**config.mk**
```make
export PLATFORM = sky130hd
export DESIGN_NAME = fnd_scan_ctrl
export DESIGN_NICKNAME = d
export VERILOG_FILES = /design/src/rtl/fnd_pkg.sv /design/src/rtl/tick_gen.sv /design/src/rtl/fnd_scan_ctrl.sv
export SDC_FILE = /design/constraint.sdc
export NUM_CORES = 1
export LEC_CHECK = 0
export CORE_ASPECT_RATIO = 0.7
export CORE_MARGIN = 1.5
export CORE_UTILIZATION = 40
export CTS_BUF_LIST = sky130_fd_sc_hd__clkbuf_16
export DETAILED_ROUTE_END_ITERATION = 12
export MAX_ROUTING_LAYER = met4
export PLACE_DENSITY = 0.69
export SLEW_MARGIN = 5
export SYNTH_ARGS = -nofsm -noshare
export SYNTH_HDL_FRONTEND = slang
export SYNTH_SLANG_ARGS = --single-unit
```
**constraint.sdc**
```tcl
create_clock -name clk -period 3 [get_ports clk]
set_input_delay 0.6 -clock clk [delete_from_list [all_inputs] [get_ports clk]]
set_output_delay 0.6 -clock clk [all_outputs]
set_load 0.02 [all_outputs]
```
**src/rtl/fnd_pkg.sv**
```systemverilog
// rtl/fnd_pkg.sv - shared constants and helpers for the digit scan controller
package fnd_pkg;

    localparam int CODE_W = 5;
    localparam int NDIG   = 4;
    localparam int IDX_W  = 2;

    // Code the segment decoder renders as an unlit digit
    localparam logic [CODE_W-1:0] CODE_BLANK = 5'h0F;

    // Message glyph codes understood by the segment decoder
    localparam logic [CODE_W-1:0] CODE_E    = 5'h10;
    localparam logic [CODE_W-1:0] CODE_R    = 5'h11;
    localparam logic [CODE_W-1:0] CODE_RDOT = 5'h12;
    localparam logic [CODE_W-1:0] CODE_T    = 5'h13;
    localparam logic [CODE_W-1:0] CODE_O    = 5'h14;
    localparam logic [CODE_W-1:0] CODE_U    = 5'h15;
    localparam logic [CODE_W-1:0] CODE_H    = 5'h16;
    localparam logic [CODE_W-1:0] CODE_D    = 5'h17;

    // Active-low one-cold common select for a digit index
    function automatic logic [NDIG-1:0] com_sel(input logic [IDX_W-1:0] idx);
        return ~(4'b0001 << idx);
    endfunction

endpackage

```
**src/rtl/tick_gen.sv**
```systemverilog
// rtl/tick_gen.sv - free-running prescaler producing one tick every DIV cycles
module tick_gen #(
    parameter int DIV = 100000
) (
    input  logic clk,
    input  logic reset,
    output logic tick
);

    localparam int CW = (DIV > 1) ? $clog2(DIV) : 1;

    logic [CW-1:0] cnt;

    assign tick = (cnt == CW'(DIV - 1));

    // Count 0..DIV-1 and wrap on the tick cycle
    always_ff @(posedge clk) begin
        if (reset) begin
            cnt <= '0;
        end else if (tick) begin
            cnt <= '0;
        end else begin
            cnt <= cnt + CW'(1);
        end
    end

endmodule

```
**src/rtl/fnd_scan_ctrl.sv**
```systemverilog
// rtl/fnd_scan_ctrl.sv - four-digit multiplexed display scanner with blanking and blink
module fnd_scan_ctrl
    import fnd_pkg::*;
#(
    parameter int SCAN_DIV    = 100000,
    parameter int BLINK_TICKS = 250
) (
    input  logic                   clk,
    input  logic                   reset,
    input  logic                   load,
    input  logic [NDIG*CODE_W-1:0] digits_in,
    input  logic                   blank_lz,
    input  logic [NDIG-1:0]        blink_mask,
    output logic [CODE_W-1:0]      bcd,
    output logic [NDIG-1:0]        fnd_com,
    output logic                   frame_done
);

    localparam int BW = (BLINK_TICKS > 1) ? $clog2(BLINK_TICKS) : 1;
    localparam logic [BW-1:0] BLINK_LAST = BW'(BLINK_TICKS - 1);
    localparam logic [NDIG*CODE_W-1:0] ACTIVE_RST = {NDIG{CODE_BLANK}};

    logic                   tick;
    logic [IDX_W-1:0]       idx;
    logic                   phase;
    logic [BW-1:0]          blink_cnt;
    logic [NDIG*CODE_W-1:0] active;
    logic [NDIG*CODE_W-1:0] pending;
    logic                   pend_v;

    logic                   frame_end;
    logic                   blink_wrap;
    logic [IDX_W-1:0]       next_idx;
    logic                   next_phase;
    logic [NDIG*CODE_W-1:0] next_active;
    logic [CODE_W-1:0]      next_code;
    logic                   lz_blank;
    logic [CODE_W-1:0]      next_bcd;

    tick_gen #(
        .DIV(SCAN_DIV)
    ) u_tick_gen (
        .clk  (clk),
        .reset(reset),
        .tick (tick)
    );

    // frame_done is the tick that leaves the last digit slot
    assign frame_end  = tick && (idx == IDX_W'(NDIG - 1));
    assign frame_done = frame_end;
    assign blink_wrap = tick && (blink_cnt == BLINK_LAST);

    // Look ahead to the state after this edge so bcd/fnd_com move together with idx
    // and the first digit of a new frame already shows the newly committed data
    always_comb begin
        next_idx    = tick ? idx + IDX_W'(1) : idx;
        next_phase  = phase ^ blink_wrap;
        next_active = active;
        if (frame_end) begin
            if (load) begin
                next_active = digits_in;
            end else if (pend_v) begin
                next_active = pending;
            end
        end
        next_code = next_active[next_idx*CODE_W +: CODE_W];
        lz_blank  = blank_lz && (next_idx != '0);
        for (int j = 0; j < NDIG; j++) begin
            if ((j >= int'(next_idx)) && (next_active[j*CODE_W +: CODE_W] != '0)) begin
                lz_blank = 1'b0;
            end
        end
        if (lz_blank || (next_phase && blink_mask[next_idx])) begin
            next_bcd = CODE_BLANK;
        end else begin
            next_bcd = next_code;
        end
    end

    // Scan state, double-buffered digit data and registered display outputs
    always_ff @(posedge clk) begin
        if (reset) begin
            idx       <= '0;
            phase     <= 1'b0;
            blink_cnt <= '0;
            active    <= ACTIVE_RST;
            pending   <= '0;
            pend_v    <= 1'b0;
            fnd_com   <= com_sel('0);
            bcd       <= CODE_BLANK;
        end else begin
            idx     <= next_idx;
            phase   <= next_phase;
            active  <= next_active;
            fnd_com <= com_sel(next_idx);
            bcd     <= next_bcd;
            if (tick) begin
                blink_cnt <= blink_wrap ? '0 : blink_cnt + BW'(1);
            end
            // A load on the frame boundary goes straight to active, so nothing stays pending
            if (frame_end) begin
                pend_v <= 1'b0;
            end else if (load) begin
                pending <= digits_in;
                pend_v  <= 1'b1;
            end
        end
    end

endmodule

```
==> results.tsv <==
metric	value	unit
largest net degree at the start of global routing	45	
via count	3372	
IO Count	38	
most common flop cell mapped by yosys	dfxtp_1	
largest family of logic cells by synthesized area	simple AND/OR/NAND/NOR gates	
CP delay by family, top	simple AND/OR/NAND/NOR gates	
Seq pwr share	48.0	%
number of library cell types mapped by synthesis	62	
CP Launch Type	flop	
Seq cells post-synth	78	
DR vias/cell	5.395	
Sw Share	24.63	%
DP Area	0.004325	mm²
Reg-to-Reg Start	u_tick_gen.cnt[15]	
hold_buf cts	0	
Worst path max stage delay	0.57	ns
Final Worst Setup Slack	0.1870	ns
Compound-Gate Fraction of Synth Area	18.47	%
hold path start	pending[5]	
grt total ovfl	0	
Syn Std Cell Area	0.003814	mm²
Routed Antenna Nets	0	
Logic pwr share	6.2	%
WL/cell	15.97	µm
Synth Area in XOR/XNOR	5.282	%
Post-synth ARST share	0	%
pwr dens	485.4	mW/mm²
FP Rows	29	
register area share after synthesis	40.94	%
WS Path Type	reg -> reg	
Longest Clk Path Bufs	2	
synth warn	0	
Finished Core Util	50.29	%
initial antenna violation count	0	
crit-path max FO	17	
clock buffer count from CTS	9	
Setup Viol. Count Final	0	
Slowest cell on crit path	or4bb_1	
CTS tree	built	
worst slew pin tran	0.6790	ns
worst path cell trace	or4bb_1 -> nor4_4 -> buf_4 -> and2_2 -> a32oi_1 -> o211ai_1 -> nor4_2 -> o2111ai_2 -> or3b_1	
Slew Viols, Final	0	
Place WS	-0.009573	ns
RSZ-0062 raised after global routing	no	
number of flops mapped to enable cells by yosys	0	
final hold slack	0.4499	ns
post-synthesis mux area share	2.198	%
Critical Path Stages	9	
Hold Path Class	reg -> reg	
Max Fclk	0.3555	GHz
clock power share	45.8	%
worst path bufs/invs	1	
hpwl dp	7198	µm
Initial Util	41.71	%
Hold Path Stages	2	
Final nets	528	
ratio of cells with drive above 1 in the final layout	12.97	%
worst-case reg-to-reg path depth	9	
Cells after Synth	454	
switching power	0.0005497	W
Pleak	1.672	nW
Critical Path RT	3.24	ns
total track usage	21.27	%
CTS sink cnt	78	
kind of end point of the critical path	flop	
Hold Path End	pending[5]	
Period minus WS final	2.813	ns
Antenna Cells	0	
I/O Buffers	37	
Die Wd	119.7	µm
status	finished clean	
Core Area	0.009144	mm²
vias in the first global route	3129	
VDD IR-drop max	0.0003352	V
P_int	0.001682	W
die area	0.01014	mm²
first-pass GRT wire length	16180	µm
Die Y	84.70	µm
Reg clk slew, reported paths	0.06	ns
final period utilization	93.77	%
Fin. Hold Viols	0	
detailed-route DRC error count	0	
capture point of the worst reg-to-reg path	bcd[1]	
Synth Area per Inst	8.400	µm²
Design Area, Final	0.004598	mm²
syn_nets	486	
adder-cell share of the synthesized area	1.312	%
DRT Wirelength	9979	µm
MaxCap Viol Count	0	
Iter 0 DRT Violations	391	
root buffer cell	clkbuf_16	
Setup Skew	0.009187	ns
simple logic cell fraction of the synthesized area	25.30	%
Area Overhead vs Synth	20.57	%
reg2reg setup slack	0.19	ns
GPL Wtd Cong	0.8825	
Clock Latency Late Sink	0.35	ns
drt pass-1 iters	5	
worst rel slew slack	54.67	%
H-tree depth	3	
worst path arrival time	3.05	ns
## routing by layer
layer / part of all wire (%) / up-vias / global-route usage, %
met5: 0 / - / -
met4: 1.6 / 0 / 6.926
met3: 6.9 / 11 / 6.726
met2: 41 / 105 / 28.27
met1: 51 / 1567 / 30.20
li1: - / 1689 / -
## synthesized netlist by cell type, types with 2 or more instances
| cell | count | share of area [%] |
|---|---|---|
| nor2_1 | 63 | 6.2 |
| o22ai_1 | 15 | 2.5 |
| o32a_1 | 4 | 1.0 |
| a31oi_1 | 8 | 1.3 |
| xor2_1 | 15 | 3.4 |
| and3_1 | 3 | 0.49 |
| nand2_1 | 63 | 6.2 |
| mux2i_1 | 5 | 1.3 |
| clkbuf_1 | 19 | 1.9 |
| nand3b_1 | 7 | 1.4 |
| clkbuf_8 | 3 | 1.1 |
| xnor2_1 | 8 | 1.8 |
| nor4b_1 | 3 | 0.69 |
| or3_1 | 2 | 0.33 |
| o21ai_0 | 14 | 1.8 |
| a21oi_1 | 29 | 3.8 |
| o221ai_1 | 3 | 0.69 |
| o21bai_1 | 7 | 1.4 |
| nor3_1 | 6 | 0.79 |
| and2_1 | 2 | 0.33 |
| o22a_1 | 3 | 0.69 |
| or4bb_1 | 2 | 0.59 |
| nor4_1 | 3 | 0.49 |
| nand2b_1 | 6 | 0.98 |
| or2_2 | 7 | 1.1 |
| o211a_1 | 2 | 0.52 |
| o32ai_1 | 4 | 0.92 |
| buf_4 | 2 | 0.39 |
| inv_1 | 14 | 1.4 |
| a31o_2 | 4 | 0.92 |
| nand4_1 | 12 | 2.0 |
| nand3_1 | 5 | 0.66 |
| buf_6 | 2 | 0.59 |
| dfxtp_1 | 78 | 41 |
| ha_1 | 4 | 1.3 |
## per-stage QoR
stage | instances | setup TNS (ns) | total power (W)
floorplan | 454 | 0 | 0.001164
global placement | 609 | 0 | 0.001229
detailed placement | 609 | -0.009573 | 0.001233
CTS | 625 | 0 | 0.002250
global route | 625 | 0 | 0.002308
finish | 625 | 0 | 0.002232
## power groups by stage
stage          Combinational, W  Clock, W  Sequential [W]
2_1_floorplan         0.0000786         0         0.00109
3_5_place_dp           0.000139         0         0.00109
4_1_cts                0.000139   0.00104         0.00107
5_1_grt                0.000152   0.00108         0.00107
3_3_place_gp           0.000136         0         0.00109
6_report               0.000139   0.00102         0.00107
## kinds of logic after synthesis
family                   count (synthesis)
multiplexers                             7
buffers and inverters                   44
AO/OA/AOI/OAI                          103
adder cells (fa/ha/maj)                  4
flip-flops                              78
AND/OR/NAND/NOR                        195
XOR/XNOR                                23
## cell usage in the layout, fill, tap and decap left out, types with 4 or more instances in the layout
master	n
nor3_1	5
nand2b_1	6
nor2_1	63
nand4_1	12
mux2i_1	5
o32a_1	4
nand3_1	5
o21ai_0	14
inv_1	14
ha_1	4
a21oi_1	29
buf_4	23
o21bai_1	7
clkbuf_16	9
o32ai_1	4
xnor2_1	8
o22ai_1	15
clkdlybuf4s50_1	36
a31oi_1	8
or2_2	7
nand3b_1	7
a31o_2	4
nand2_1	63
dfxtp_1	78
xor2_1	15
## worst max path at each step
stage / from / to / slack (ns)
3_3_place_gp: load / bcd[1] / 0.01
4_1_cts: u_tick_gen.cnt[15] / bcd[1] / 0.19
3_5_place_dp: load / bcd[1] / -0.01
5_1_grt: u_tick_gen.cnt[0] / bcd[1] / 0.07
6_report: u_tick_gen.cnt[15] / bcd[1] / 0.19
2_1_floorplan: load / bcd[1] / 0.34
## repair_timing
| action | 4_1_cts | 5_1_grt |
|---|---|---|
| endpoints found under the hold margin | 0 | 0 |
| setup endpoints to repair | 1 | 0 |
| resized for setup | 1 | 0 |
| setup buffers | 0 | 0 |
## state kept, by name, indices dropped and copies added, names as in the netlist
signal / cells
active: 20
pending: 20
u_tick_gen.cnt: 17
blink_cnt: 8
bcd: 5
fnd_com: 4
idx: 2
pend_v: 1
phase: 1
## worst register-to-register path: stages, from the launching register on
cell and delay, ns:
dfxtp_1 0.39, or4bb_1 0.57, nor4_4 0.28, buf_4 0.27, and2_2 0.20, a32oi_1 0.16
o211ai_1 0.14, nor4_2 0.08, o2111ai_2 0.25, or3b_1 0.37
## layout make-up
class / instances / area, µm²
well taps: 124 / 155.1
repair buffers: 60 / 541.8
clock buffers: 9 / 225.2
multi-input cells: 332 / 2009
fillers: 899 / 4546
clock inverters: 7 / 48.80
inverters: 15 / 56.30
flip-flops and latches: 78 / 1562
Power figures use the tool's default switching activity.
